**config.mk**
```make
export PLATFORM = sky130hd
export DESIGN_NAME = uart_rx_cmd
export DESIGN_NICKNAME = d
export VERILOG_FILES = /design/src/rtl/uart_rx_cmd_pkg.sv /design/src/rtl/uart_bit_timer.sv /design/src/rtl/uart_rx_cmd.sv
export SDC_FILE = /design/constraint.sdc
export NUM_CORES = 1
export LEC_CHECK = 0
export CAP_MARGIN = 25
export CELL_PAD_IN_SITES_DETAIL_PLACEMENT = 1
export CELL_PAD_IN_SITES_GLOBAL_PLACEMENT = 1
export CORE_ASPECT_RATIO = 1.5
export CORE_MARGIN = 3
export CORE_UTILIZATION = 30
export DETAILED_ROUTE_END_ITERATION = 10
export PLACE_DENSITY = 0.62
export SYNTH_ARGS = -nofsm -noshare
export SYNTH_HDL_FRONTEND = slang
export SYNTH_SLANG_ARGS = --single-unit
```
**constraint.sdc**
```tcl
create_clock -name clk -period 4.8 [get_ports clk]
set_input_delay 0.72 -clock clk [delete_from_list [all_inputs] [get_ports clk]]
set_output_delay 0.72 -clock clk [all_outputs]
set_load 0.02 [all_outputs]
```
**src/rtl/uart_rx_cmd_pkg.sv**
```systemverilog
// Shared UART definitions: FSM state encodings and default bit timing.
// The future uart_tx on `tx` imports the same package.
package uart_rx_cmd_pkg;

  localparam int UART_CLKS_PER_BIT_DEF = 16;
  localparam int UART_DATA_BITS        = 8;

  typedef enum logic [2:0] {
    ST_IDLE      = 3'd0,
    ST_START     = 3'd1,
    ST_DATA      = 3'd2,
    ST_STOP      = 3'd3,
    ST_WAIT_HIGH = 3'd4,
    ST_PARITY    = 3'd5
  } uart_state_e;

  function automatic int half_bit(input int clks_per_bit);
    return clks_per_bit / 2;
  endfunction

endpackage

```
**src/rtl/uart_bit_timer.sv**
```systemverilog
// Bit-period timer: counts clk cycles and ticks at the half-bit or full-bit
// sample point, wrapping to zero on every tick.
module uart_bit_timer
  import uart_rx_cmd_pkg::*;
#(
  parameter int CLKS_PER_BIT = UART_CLKS_PER_BIT_DEF
) (
  input  logic clk,
  input  logic rst,
  input  logic clear,
  input  logic half_sel,
  output logic sample_tick
);

  localparam int CW = $clog2(CLKS_PER_BIT);
  localparam logic [CW-1:0] FULL_LAST = CW'(CLKS_PER_BIT - 1);
  localparam logic [CW-1:0] HALF_LAST = CW'(half_bit(CLKS_PER_BIT) - 1);

  logic [CW-1:0] cnt;

  assign sample_tick = !clear && (cnt == (half_sel ? HALF_LAST : FULL_LAST));

  always_ff @(posedge clk) begin
    if (rst || clear || sample_tick) begin
      cnt <= '0;
    end else begin
      cnt <= cnt + CW'(1);
    end
  end

endmodule

```
**src/rtl/uart_rx_cmd.sv**
```systemverilog
// UART 8N1 receiver feeding a single-entry valid/ready holding register.
// Define UART_RX_CMD_PARITY_EN for an even-parity bit and the parity_err output.
module uart_rx_cmd
  import uart_rx_cmd_pkg::*;
#(
  parameter int CLKS_PER_BIT = UART_CLKS_PER_BIT_DEF,
  parameter int SYNC_STAGES  = 2
) (
  input  logic       clk,
  input  logic       rst,
  input  logic       rx,
  output logic [7:0] data,
  output logic       valid,
  input  logic       ready,
  output logic       busy,
  output logic       frame_err,
  output logic       overrun
`ifdef UART_RX_CMD_PARITY_EN
  ,
  output logic       parity_err
`endif
);

  logic [SYNC_STAGES-1:0]    sync_p0;
  logic                      rxs;
  uart_state_e               state, state_next;
  logic [2:0]                bit_cnt;
  logic [UART_DATA_BITS-1:0] shift;
  logic                      tick;
  logic                      timer_clear;
  logic                      half_sel;
  logic                      shift_en;
  logic                      deliver_set;
  logic                      frame_set;
  logic                      deliver_p1;
`ifdef UART_RX_CMD_PARITY_EN
  logic                      par_en;
  logic                      par_bit;
  logic                      parity_bad;
  logic                      parity_set;
`endif

  assign rxs  = sync_p0[SYNC_STAGES-1];
  assign busy = (state != ST_IDLE);

  uart_bit_timer #(
    .CLKS_PER_BIT(CLKS_PER_BIT)
  ) u_timer (
    .clk        (clk),
    .rst        (rst),
    .clear      (timer_clear),
    .half_sel   (half_sel),
    .sample_tick(tick)
  );

`ifdef UART_RX_CMD_PARITY_EN
  // Even parity: data bits plus parity bit must hold an even number of ones.
  assign parity_bad = (^shift) ^ par_bit;
`endif

  always_comb begin
    state_next  = state;
    timer_clear = 1'b0;
    half_sel    = 1'b0;
    shift_en    = 1'b0;
    deliver_set = 1'b0;
    frame_set   = 1'b0;
`ifdef UART_RX_CMD_PARITY_EN
    par_en      = 1'b0;
    parity_set  = 1'b0;
`endif
    case (state)
      ST_IDLE: begin
        timer_clear = 1'b1;
        if (!rxs) state_next = ST_START;
      end
      ST_START: begin
        half_sel = 1'b1;
        if (tick) state_next = rxs ? ST_IDLE : ST_DATA;
      end
      ST_DATA: begin
        if (tick) begin
          shift_en = 1'b1;
          if (bit_cnt == 3'd7) begin
`ifdef UART_RX_CMD_PARITY_EN
            state_next = ST_PARITY;
`else
            state_next = ST_STOP;
`endif
          end
        end
      end
`ifdef UART_RX_CMD_PARITY_EN
      ST_PARITY: begin
        if (tick) begin
          par_en     = 1'b1;
          state_next = ST_STOP;
        end
      end
`endif
      ST_STOP: begin
        // Returning to IDLE mid-stop-bit lets a back-to-back start bit be caught.
        if (tick) begin
          if (rxs) begin
            state_next = ST_IDLE;
`ifdef UART_RX_CMD_PARITY_EN
            if (parity_bad) parity_set = 1'b1;
            else            deliver_set = 1'b1;
`else
            deliver_set = 1'b1;
`endif
          end else begin
            frame_set  = 1'b1;
            state_next = ST_WAIT_HIGH;
          end
        end
      end
      ST_WAIT_HIGH: begin
        timer_clear = 1'b1;
        if (rxs) state_next = ST_IDLE;
      end
      default: begin
        timer_clear = 1'b1;
        state_next  = ST_IDLE;
      end
    endcase
  end

  // Stage p0: input synchroniser and frame FSM
  always_ff @(posedge clk) begin
    if (rst) begin
      sync_p0 <= '1;
      state   <= ST_IDLE;
      bit_cnt <= 3'd0;
    end else begin
      sync_p0 <= {sync_p0[SYNC_STAGES-2:0], rx};
      state   <= state_next;
      if (state == ST_IDLE)  bit_cnt <= 3'd0;
      else if (shift_en)     bit_cnt <= bit_cnt + 3'd1;
    end
  end

  always_ff @(posedge clk) begin
    if (shift_en) shift <= {rxs, shift[UART_DATA_BITS-1:1]};
`ifdef UART_RX_CMD_PARITY_EN
    if (par_en)   par_bit <= rxs;
`endif
  end

  // Stage p1: delivery into the holding register, one cycle after the stop sample
  always_ff @(posedge clk) begin
    if (rst) begin
      deliver_p1 <= 1'b0;
      frame_err  <= 1'b0;
      overrun    <= 1'b0;
      valid      <= 1'b0;
      data       <= 8'h00;
`ifdef UART_RX_CMD_PARITY_EN
      parity_err <= 1'b0;
`endif
    end else begin
      deliver_p1 <= deliver_set;
      frame_err  <= frame_set;
`ifdef UART_RX_CMD_PARITY_EN
      parity_err <= parity_set;
`endif
      overrun    <= 1'b0;
      if (deliver_p1) begin
        if (!valid || ready) begin
          data  <= shift;
          valid <= 1'b1;
        end else begin
          overrun <= 1'b1;
        end
      end else if (valid && ready) begin
        valid <= 1'b0;
      end
    end
  end

endmodule

```
==> results of run 1 <==
==> flip-flops by register name (all words and copies together), names as in the netlist <==
register,count
bit_cnt,3
data,8
deliver_p1,1
frame_err,1
overrun,1
shift,8
state,3
sync_p0,2
u_timer.cnt,4
valid,1
==> power groups by stage <==
stage	Sequential (mW)	Combinational (mW)	Clock, mW
floorplan	0.283	0.00710	0
global placement	0.283	0.0106	0
detailed placement	0.283	0.0112	0
CTS	0.277	0.0112	0.221
global route	0.277	0.0122	0.234
finish	0.277	0.0109	0.211
==> cell type report <==
cell class	instances	area, µm²
Inverter	2	7.51
Sequential cell	32	721
Clock buffer	8	90.1
Multi-Input combinational cell	68	454
Tap cell	43	53.8
Timing Repair Buffer	15	150
Fill cell	428	2310
==> worst reg2reg max path, cell delays in order (launching register included) <==
cell and delay [ns]:
dfxtp_1 0.35, ha_1 0.26, nand4_1 0.15, nor3_2 0.69
==> layer usage <==
metal	global-route usage	wire length, µm	up-vias	share of wire
met2	0.189	1250	15	0.53
met3	0.0464	98	6	0.041
li1	-	-	427	-
met4	0.0570	59	0	0.025
met1	0.120	960	399	0.41
met5	0	0	-	0
==> kinds of logic (layout without fill, tap and decap cells) <==
family / Yosys count / count (layout) / share of synthesized area
fa+ha+maj: 3 / 3 / 0.0311
buf+inv: 8 / 25 / 0.0259
xor+xnor: 3 / 3 / 0.0218
compound gates: 21 / 21 / 0.0986
simple gates: 37 / 37 / 0.192
flops: 32 / 32 / 0.598
mux: 4 / 4 / 0.0332
==> through the flow <==
step | total power, mW | area (µm²) | setup slack [ns] | hold slack [ns] | utilization
2_1_floorplan | 0.290 | 1210 | 3.19 | 0.389 | -
3_3_place_gp | 0.294 | 1390 | 2.47 | 0.393 | 0.366
3_5_place_dp | 0.294 | 1390 | 2.40 | 0.405 | 0.366
4_1_cts | 0.510 | 1480 | 2.30 | 0.420 | 0.390
5_1_grt | 0.523 | 1480 | 2.24 | 0.460 | 0.390
6_report | 0.499 | 1480 | 2.34 | 0.413 | 0.390
==> worst max path at each step <==
stage / from / endpoint / slack [ns]
floorplan: u_timer.cnt[0] / shift[0] / 3.19
global placement: rst / bit_cnt[0] / 2.47
detailed placement: rst / bit_cnt[0] / 2.40
CTS: state[0] / busy / 2.30
global route: state[0] / busy / 2.24
finish: state[0] / busy / 2.34
==> cells in the final DEF, fill, tap and decap left out, types with 2 or more instances in the layout <==
cell             Yosys  final
dfxtp_1             24     24
clkdlybuf4s50_1      0     15
nand3_1              9      9
a21oi_1              9      9
o21ai_0              8      8
edfxtp_1             8      8
nor3_1               7      7
clkbuf_8             0      6
nand3b_1             5      5
mux2i_1              4      4
ha_1                 3      3
nand2b_1             2      2
inv_1                2      2
or3b_1               2      2
xnor2_1              2      2
or2_2                2      2
clkbuf_1             5      2
==> impl_results.md, run 1 <==
- Status: complete, no violations
- Post-CTS Resized: 0
- Switching Power: about 0.10 mW
- Worst r2r path cells: 3
- Sequential area share after synthesis: 0.598
- Die width: roughly 58 µm
- Worst clock skew: roughly 0.0058 ns
- Placed Cells: between 150 and 200
- Antenna Nets Post-Route: 0
- Vias: 847
- First-pass GRT wire length: 4260 µm
- Initial detailed-routing violation count: 24
- Reg2reg end: shift[7]
- Setup TNS: 0 ns
- CTS root buf: clkbuf_8
- Worst Setup Start Kind: flip-flop
- Critical path endpoint category: output pin
- Max-slew violations: 0
- Hold path startpoint: sync_p0[0]
- Final wirelength: between 2000 and 2500 µm
- Syn_nets: roughly 120
- Pre-Repair DR Iteration Count: 3
- Post-CTS setup buffer count: 0
- Top delay family on crit path: buffers and inverters
- Clock share of power: 0.422
- Pint: roughly 0.40 mW
- Detailed placement HPWL: 1630 µm
- Maximum VDD drop: ~0.18 mV
- CTS Buf Count: 5
- Max-cap violations: 0
- Critical Path, Cell by Cell: or3_1 > clkdlybuf4s50_1
- Number of cells on the critical path: 2
- Switch share: 0.202
- Fin cells: between 150 and 200
- Final worst path period share: 0.513
- Core Rows: 27
- Final Hold Violating Endpoints: 0
- Comb pwr share: 0.022
- Vias/cell: 5.04
- Yosys reg bits: 32
- DIE HEIGHT: roughly 84 µm
- Most frequent cell after synthesis: dfxtp_1
- Antenna violations before repair: 0
- Actual slew at the worst max-slew pin: about 0.9 ns
- Top_reg_cell synth: dfxtp_1
- IO Port Bufs: 15
- Synthesized area: 1210 µm²
- Vias in the first global route: slightly below 900
- Worst hold stages: 1
- Yosys top cell area share: 0.398
- Grt ovf: 0
- H-tree Lvls: 2
- Area grow syn2layout: 22.4%
- Worst Hold End: sync_p0[1]
- Worst path bufs/invs: 1
- Post-synth top area cell: dfxtp_1
- Placer congestion estimate: 0.698
- Reg-to-reg setup timing slack: 2.96 ns
- Pin count of the biggest net entering global routing: 29
- Worst-skew pair later-pin latency: approximately 0.28 ns
- EDFF count, synth: 8
- Power per cell area: roughly 340 nW/µm²
- Cell variety after synth: 31
- Critical Path AT: 1.74 ns
- Share of layout cells above drive strength 1: 0.0800
- Crit Reg-Reg Startpoint: u_timer.cnt[0]
- Setup Crit Path Kind: flip-flop to output pin
- Core area: roughly 3800 µm²
- Ys Warns: 0
- Antenna Cells: 0
- Leakage: around 0.5 nW
- Post-synth ARST share: 0
- CP max stage cell: clkdlybuf4s50_1
- Final setup viols: 0
- Synth Instances: 108
- Final Net Count: 131
- Relative slew slack: 0.392
- CP required: ~4 ns
- DR DRC count: 0
- Max Clock Freq: ~400 MHz
- Worst hold path type: flip-flop to flip-flop
- Top cells by area, synth: dfxtp_1 40%, edfxtp_1 20%, a21oi_1 3.7%
- Slowest stage delay, CP: between 0.5 and 0.6 ns
- Starting density of the core: 0.319
- Avg Cell Area, Syn: between 10 and 15 µm²
- Die area: roughly 4800 µm²
- Post-CTS Hold Buffers: 0
- Avg WL per Cell: between 10 and 15 µm
- Reg clk slew, reported paths: roughly 0.060 ns
- Flop pwr share: 0.556
- Post-layout minimum cycle time: between 2 and 2.5 ns
- Clk sink count: 32
- CTS tree: yes
- Worst Path Max Fanout: 8
- Max clock buf depth: 2
- RSZ-0062 raised after global routing: no
- Synth top cells by count: 24 x dfxtp_1, 9 x a21oi_1, 9 x nand3_1
- IO Pins: 16
- GRT Util Overall: 0.114
Note: power is estimated with default switching activity, not from simulation.
==> run 2: changes to the inputs <==
- PLACE_DENSITY: 0.62 -> 0.64
- clock period: 4.8 -> 2.1 ns (I/O delays scaled with it)
==> run 2 against run 1 <==
Compared with the run above: critical path depth unchanged; total power up 120%; clock-buffer cell count fell by 1; clock power up 110%; core utilization up 0.23 points; final cell count increased by 1.2%; highest routed layer unchanged; sequential power rose by 130%; clock skew up 0.0059 ns; sequential share of layout area is 0.29 points lower.
==> impl_results.md, run 2 (synthesis results as in run 1) <==
- Post-layout minimum cycle time: 1.73 ns
- Vias/cell: 5.09 (+1.0%)
- DP Worst Slack: 0.339 ns (-2.07 ns)
- Max-slew violations: 0 (unchanged)
- Die area: 4830 µm² (unchanged)
- DR DRC count: 0 (unchanged)
- Setup Crit Path Kind: flip-flop to output pin
- Most frequent cells in the layout: 24 x dfxtp_1, 14 x clkdlybuf4s50_1, 9 x nand3_1, 9 x a21oi_1
- Core Rows: 27 (unchanged)
- IO Port Bufs: 15 (unchanged)
- Antenna Nets Post-Route: 0 (unchanged)
- Initial detailed-routing violation count: 23 (-4.2%)
- Placer congestion estimate: 0.705 (+1.0%)
- Worst hold path type: flip-flop to flip-flop
- Reg clk slew, reported paths: 0.06 ns (about the same)
- Final total power: 1.11 mW (+120%)
- CTS Buf Count: 5 (unchanged)
- Largest registers: data (8), shift (8), u_timer.cnt (4)
- Pre-Repair DR Iteration Count: 4 (+1)
- Max Clock Freq: 578 MHz
- Worst path bufs/invs: 1 (unchanged)
- Grt ovf: 0 (unchanged)
- Area grow syn2layout: 23.1%
- Status: complete, no violations
- Worst clock skew: 0.0117 ns (+0.00587 ns)
- Worst Setup Start Kind: flip-flop
- Max-cap violations: 0 (unchanged)
- First-pass GRT wire length: 4250 µm (-0.16%)
- Avg WL per Cell: 14.5 µm (+3.1%)
- CP required: 1.78 ns (-2.30 ns)
- Starting density of the core: 0.319 (unchanged)
- H-tree Lvls: 2 (unchanged)
- Pin count of the biggest net entering global routing: 26 (-10%)
- CP max stage cell: or3_1
- Worst-skew pair later-pin latency: 0.29 ns (about the same)
- Hold path startpoint: sync_p0[0]
- Power per cell area: 747 nW/µm² (+120%)
- CTS tree: yes
- Clk sink count: 32 (unchanged)
- Hold slack final: 0.411 ns (-0.00213 ns)
- Final Net Count: 133 (+1.5%)
- Final Hold Violating Endpoints: 0 (unchanged)
- Die width: 57.8 µm (unchanged)
- Critical path endpoint category: output pin
- Crit Reg-Reg Startpoint: u_timer.cnt[0]
- Maximum VDD drop: 0.385 mV (+110%)
- Top delay family on crit path: simple AND/OR/NAND/NOR gates
- Vias in the first global route: 922 (+4.3%)
- Leakage: 0.514 nW (+5.0%)
- Detailed placement HPWL: 1760 µm (+8.1%)
- Critical Path, Cell by Cell: or3_1 > dlymetal6s2s_1
- Share of layout cells above drive strength 1: 0.0945 (+0.0145)
- Final wirelength: 2470 µm (+4.4%)
- Relative slew slack: 0.659 (+0.267)
- Antenna violations before repair: 0 (unchanged)
- Max clock buf depth: 2 (unchanged)
- Final setup viols: 0 (unchanged)
- Critical Path AT: 1.42 ns (-0.32 ns)
- Vias: 866 (+2.2%)
- Slowest stage delay, CP: 0.50 ns (-0.08 ns)
- RSZ-0062 raised after global routing: no
- IO Pins: 16 (unchanged)
- Setup ws final: 0.369 ns (-1.97 ns)
- Final worst path period share: 0.824
- Fillers: 439 (+2.6%)
- Core area: 3780 µm² (unchanged)
- Antenna Cells: 0 (unchanged)
- Post-layout util: 0.393 (+0.00231)
- Setup TNS: 0 ns (unchanged)
- Leading cell type in the layout, fill and taps excluded: dfxtp_1
- DIE HEIGHT: 83.7 µm (unchanged)
- Actual slew at the worst max-slew pin: 0.510 ns (-0.399 ns)
- Worst setup path start: state[0]
- CTS root buf: clkbuf_8
- Worst Path Max Fanout: 8 (unchanged)
- GRT Util Overall: 0.117 (+0.00266)
## run 2: changes by cell type in the layout (fill, tap and decap cells not counted), sizes merged
| cell | previous run | this run |
|---|---|---|
| buf | 0 | 2 |
| clkbuf | 8 | 7 |
| clkdlybuf4s50 | 15 | 14 |
| clkinv | 0 | 1 |
| dlymetal6s2s | 0 | 1 |
## run 2: power breakdown
part           total (mW)  internal (mW)  leakage [nW]  switching (mW)
registers           0.633          0.631         0.265         0.00225
logic              0.0264         0.0126         0.206          0.0137
clock network       0.449          0.232        0.0422           0.217
total                1.11          0.876         0.514           0.233
## run 2: final cells by class
| cell class | instances | area (µm²) | share of cell area |
|---|---|---|---|
| Clock inverter | 1 | 5.00 | 0.00337 |
| Timing Repair Buffer | 17 | 168 | 0.113 |
| Tap cell | 43 | 53.8 | 0.0362 |
| Clock buffer | 7 | 76.3 | 0.0514 |
| Multi-Input combinational cell | 68 | 454 | 0.306 |
| Inverter | 2 | 7.51 | 0.00505 |
| Sequential cell | 32 | 721 | 0.485 |
## run 2: routing by layer
metal	track usage	wire length, µm	up-vias
li1	-	-	426
met1	0.114	996	417
met2	0.202	1300	16
met3	0.0418	104	7
met4	0.0696	70	0
met5	0	0	-
## run 2: path summary, 6_finish.rpt
path                              endpoint  slack, ns  cells after the start
worst max register to register    state[2]       0.60                      4
worst min-delay path            sync_p0[1]       0.41                      1
worst min register to register  sync_p0[1]       0.41                      1
worst max-delay path                  busy       0.37                      2
## run 2: per-stage QoR
| stage | instances | cell area (µm²) |
|---|---|---|
| 3_5_place_dp | 162 | 1400 |
| 2_1_floorplan | 108 | 1210 |
| 3_3_place_gp | 162 | 1400 |
| 5_1_grt | 170 | 1490 |
| 6_report | 170 | 1490 |
| 4_1_cts | 170 | 1480 |
## run 2: timing repair
item | in CTS | in global routing
setup buffers | 0 | 0
setup endpoints to repair | 0 | 1
gates resized for setup | 0 | 1
hold buffers | 0 | 0
==> run 3: changes to the inputs <==
- PLACE_DENSITY: 0.64 -> 0.62
- clock period: 2.1 -> 1.8 ns (I/O delays scaled with it)
==> run 3 against run 2 <==
Compared with the run above: hold slack gained 0.00069 ns; final cell count increased by 1.2%; non-clock buffer count increased by 3; total power grew 16%; via count is 1.6% higher; global-route usage shrank 0.60 points; clock-buffer cell count fell by 1; register-to-register slack got worse by 0.26 ns; clock skew shrank 0.0069 ns; first-iteration DRC count decreased by 39%; critical path depth unchanged; routed wire length shrank 4.5%.
==> impl_results.md, run 3 (synthesis results as in run 1) <==
- Status: complete, no violations
- Worst hold stages: 1 (unchanged)
- Most frequent cells in the layout: 24 x dfxtp_1, 14 x clkdlybuf4s50_1, 9 x nand3_1, 9 x a21oi_1
- Reg2reg end: state[2]
- Post-CTS Hold Buffers: 0 (unchanged)
- Critical path endpoint category: output pin
- Die width: 57.8 µm (unchanged)
- Met3 routed WL: 90 µm (-13%)
- Avg WL per Cell: 13.7 µm (-5.6%)
- RSZ-0062 raised after global routing: no
- Worst Path Max Fanout: 7 (-1)
- CTS Buf Count: 5 (unchanged)
- First-pass GRT wire length: 4110 µm (-3.2%)
- Final setup viols: 0 (unchanged)
- Antenna violations before repair: 0 (unchanged)
- Post-layout minimum cycle time: between 1.5 and 2 ns
- Worst-skew pair later-pin latency: 0.28 ns (about the same)
- Final worst path period share: 0.944
- DR DRC count: 0 (unchanged)
- H-tree Lvls: 2 (unchanged)
- Leading cell type in the layout, fill and taps excluded: dfxtp_1
- Antenna Nets Post-Route: 0 (unchanged)
- Vias in the first global route: 931 (+0.98%)
- Vias/cell: 5.12 (+0.44%)
- Hold path startpoint: sync_p0[0]
- Final Hold Violating Endpoints: 0 (unchanged)
- Clk sink count: 32 (unchanged)
- Placed Cells: 165 (+1.9%)
- Actual slew at the worst max-slew pin: 0.492 ns (-0.0186 ns)
- Detailed placement HPWL: 1680 µm (-4.6%)
- Met2 Wirelength: 1200 µm (-7.7%)
- Vias: 880 (+1.6%)
- Worst clock skew: 0.00476 ns (-0.00692 ns)
- Critical Path AT: 1.43 ns (about the same)
- Hold slack final: 0.411 ns (+0.000693 ns)
- CTS tree: yes
- Crit Reg-Reg Startpoint: u_timer.cnt[0]
- Final Net Count: 136 (+2.3%)
- DIE HEIGHT: 83.7 µm (unchanged)
- Die area: 4830 µm² (unchanged)
- IO Pins: 16 (unchanged)
- CP required: 1.53 ns (-0.25 ns)
- Max-cap violations: 0 (unchanged)
- Antenna Cells: 0 (unchanged)
- Reg clk slew, reported paths: 0.06 ns (about the same)
- Final wirelength: 2360 µm (-4.5%)
- Fin cells: 172 (+1.2%)
- Pre-Repair DR Iteration Count: 4 (unchanged)
- Met1 WL: 999 µm (+0.30%)
- Fillers: 447 (+1.8%)
- Share of layout cells above drive strength 1: 0.116 (+0.0218)
- GRT Util Overall: 0.110 (-0.00604)
- Leakage: 0.515 nW (+0.25%)
- Worst hold path type: flip-flop to flip-flop
- Largest registers: data (8), shift (8), u_timer.cnt (4)
- Top Metal Used: met4
- Relative slew slack: 0.672 (+0.0124)
- Area grow syn2layout: 24.4%
- Starting density of the core: 0.319 (unchanged)
- Max-slew violations: 0 (unchanged)
- IO Port Bufs: 15 (unchanged)
- CTS root buf: clkbuf_8
- Worst setup path start: state[1]
- Worst r2r path cells: 4 (unchanged)
- Initial detailed-routing violation count: 14 (-39%)
- Core area: 3780 µm² (unchanged)
- Pin count of the biggest net entering global routing: 17 (-35%)
- Worst Setup Start Kind: flip-flop
- Grt ovf: 0 (unchanged)
- Maximum VDD drop: 0.497 mV (+29%)
- Placer congestion estimate: 0.761 (+8.0%)
- Max clock buf depth: 2 (unchanged)
- Reg-to-reg setup timing slack: 0.34 ns (-0.26 ns)
- Setup TNS: 0 ns (unchanged)
- Setup Crit Path Kind: flip-flop to output pin
- Core Rows: 27 (unchanged)
- Worst Hold End: sync_p0[1]
- Power per cell area: 854 nW/µm² (+14%)
- Max Clock Freq: around 590 MHz
run 3: cell types whose count changed in the layout (fill, tap and decap cells not counted):
cell            change
dlygate4sd2_1       +1
clkbuf_1            -1
dlymetal6s2s_1      -1
buf_4               +3
run 3: per-stage QoR:
stage	util	instance area, µm²	power [mW]	setup WS, ns
5_1_grt	0.396	1500	1.34	0.0260
2_1_floorplan	-	1210	0.773	0.193
3_5_place_dp	0.376	1420	0.789	0.177
6_report	0.396	1500	1.28	0.100
3_3_place_gp	0.376	1420	0.788	0.189
4_1_cts	0.396	1500	1.30	0.0867
run 3: what timing repair did:
action	CTS	global route
setup buffers	0	0
gates resized for setup	1	0
endpoints found under the setup margin	1	0
run 3: final cells by class:
cell class / instances / area [µm²] / area share
clock buffer: 6 / 72.6 / 0.0484
clock inverter: 1 / 5.00 / 0.00334
multi-input combinational: 68 / 454 / 0.303
inverter: 2 / 7.51 / 0.00500
sequential: 32 / 721 / 0.480
timing repair buffer: 20 / 186 / 0.124
tap: 43 / 53.8 / 0.0359
run 3: worst max-delay path, cell delays in order (launching register included):
cell and delay [ns]:
dfxtp_1 0.37, or3_1 0.42, dlygate4sd2_1 0.36
run 3: worst max-delay path by stage:
stage                          end  slack [ns]  cells after the start
final                         busy        0.10                      2
after global routing          busy        0.03                      2
after CTS                     busy        0.09                      2
after detailed placement      busy        0.18                      2
after global placement        busy        0.19                      2
after floorplan           shift[0]        0.19                      3
run 3: report_power, final:
group          total (mW)  internal [mW]  switching (mW)
Combinational      0.0340         0.0167          0.0173
Sequential          0.738          0.736         0.00158
Clock               0.509          0.262           0.247
run 3: layer usage:
layer	vias up	track usage
met1	422	0.115
met2	16	0.184
met5	-	0
met3	9	0.0325
met4	0	0.0759
li1	433	-
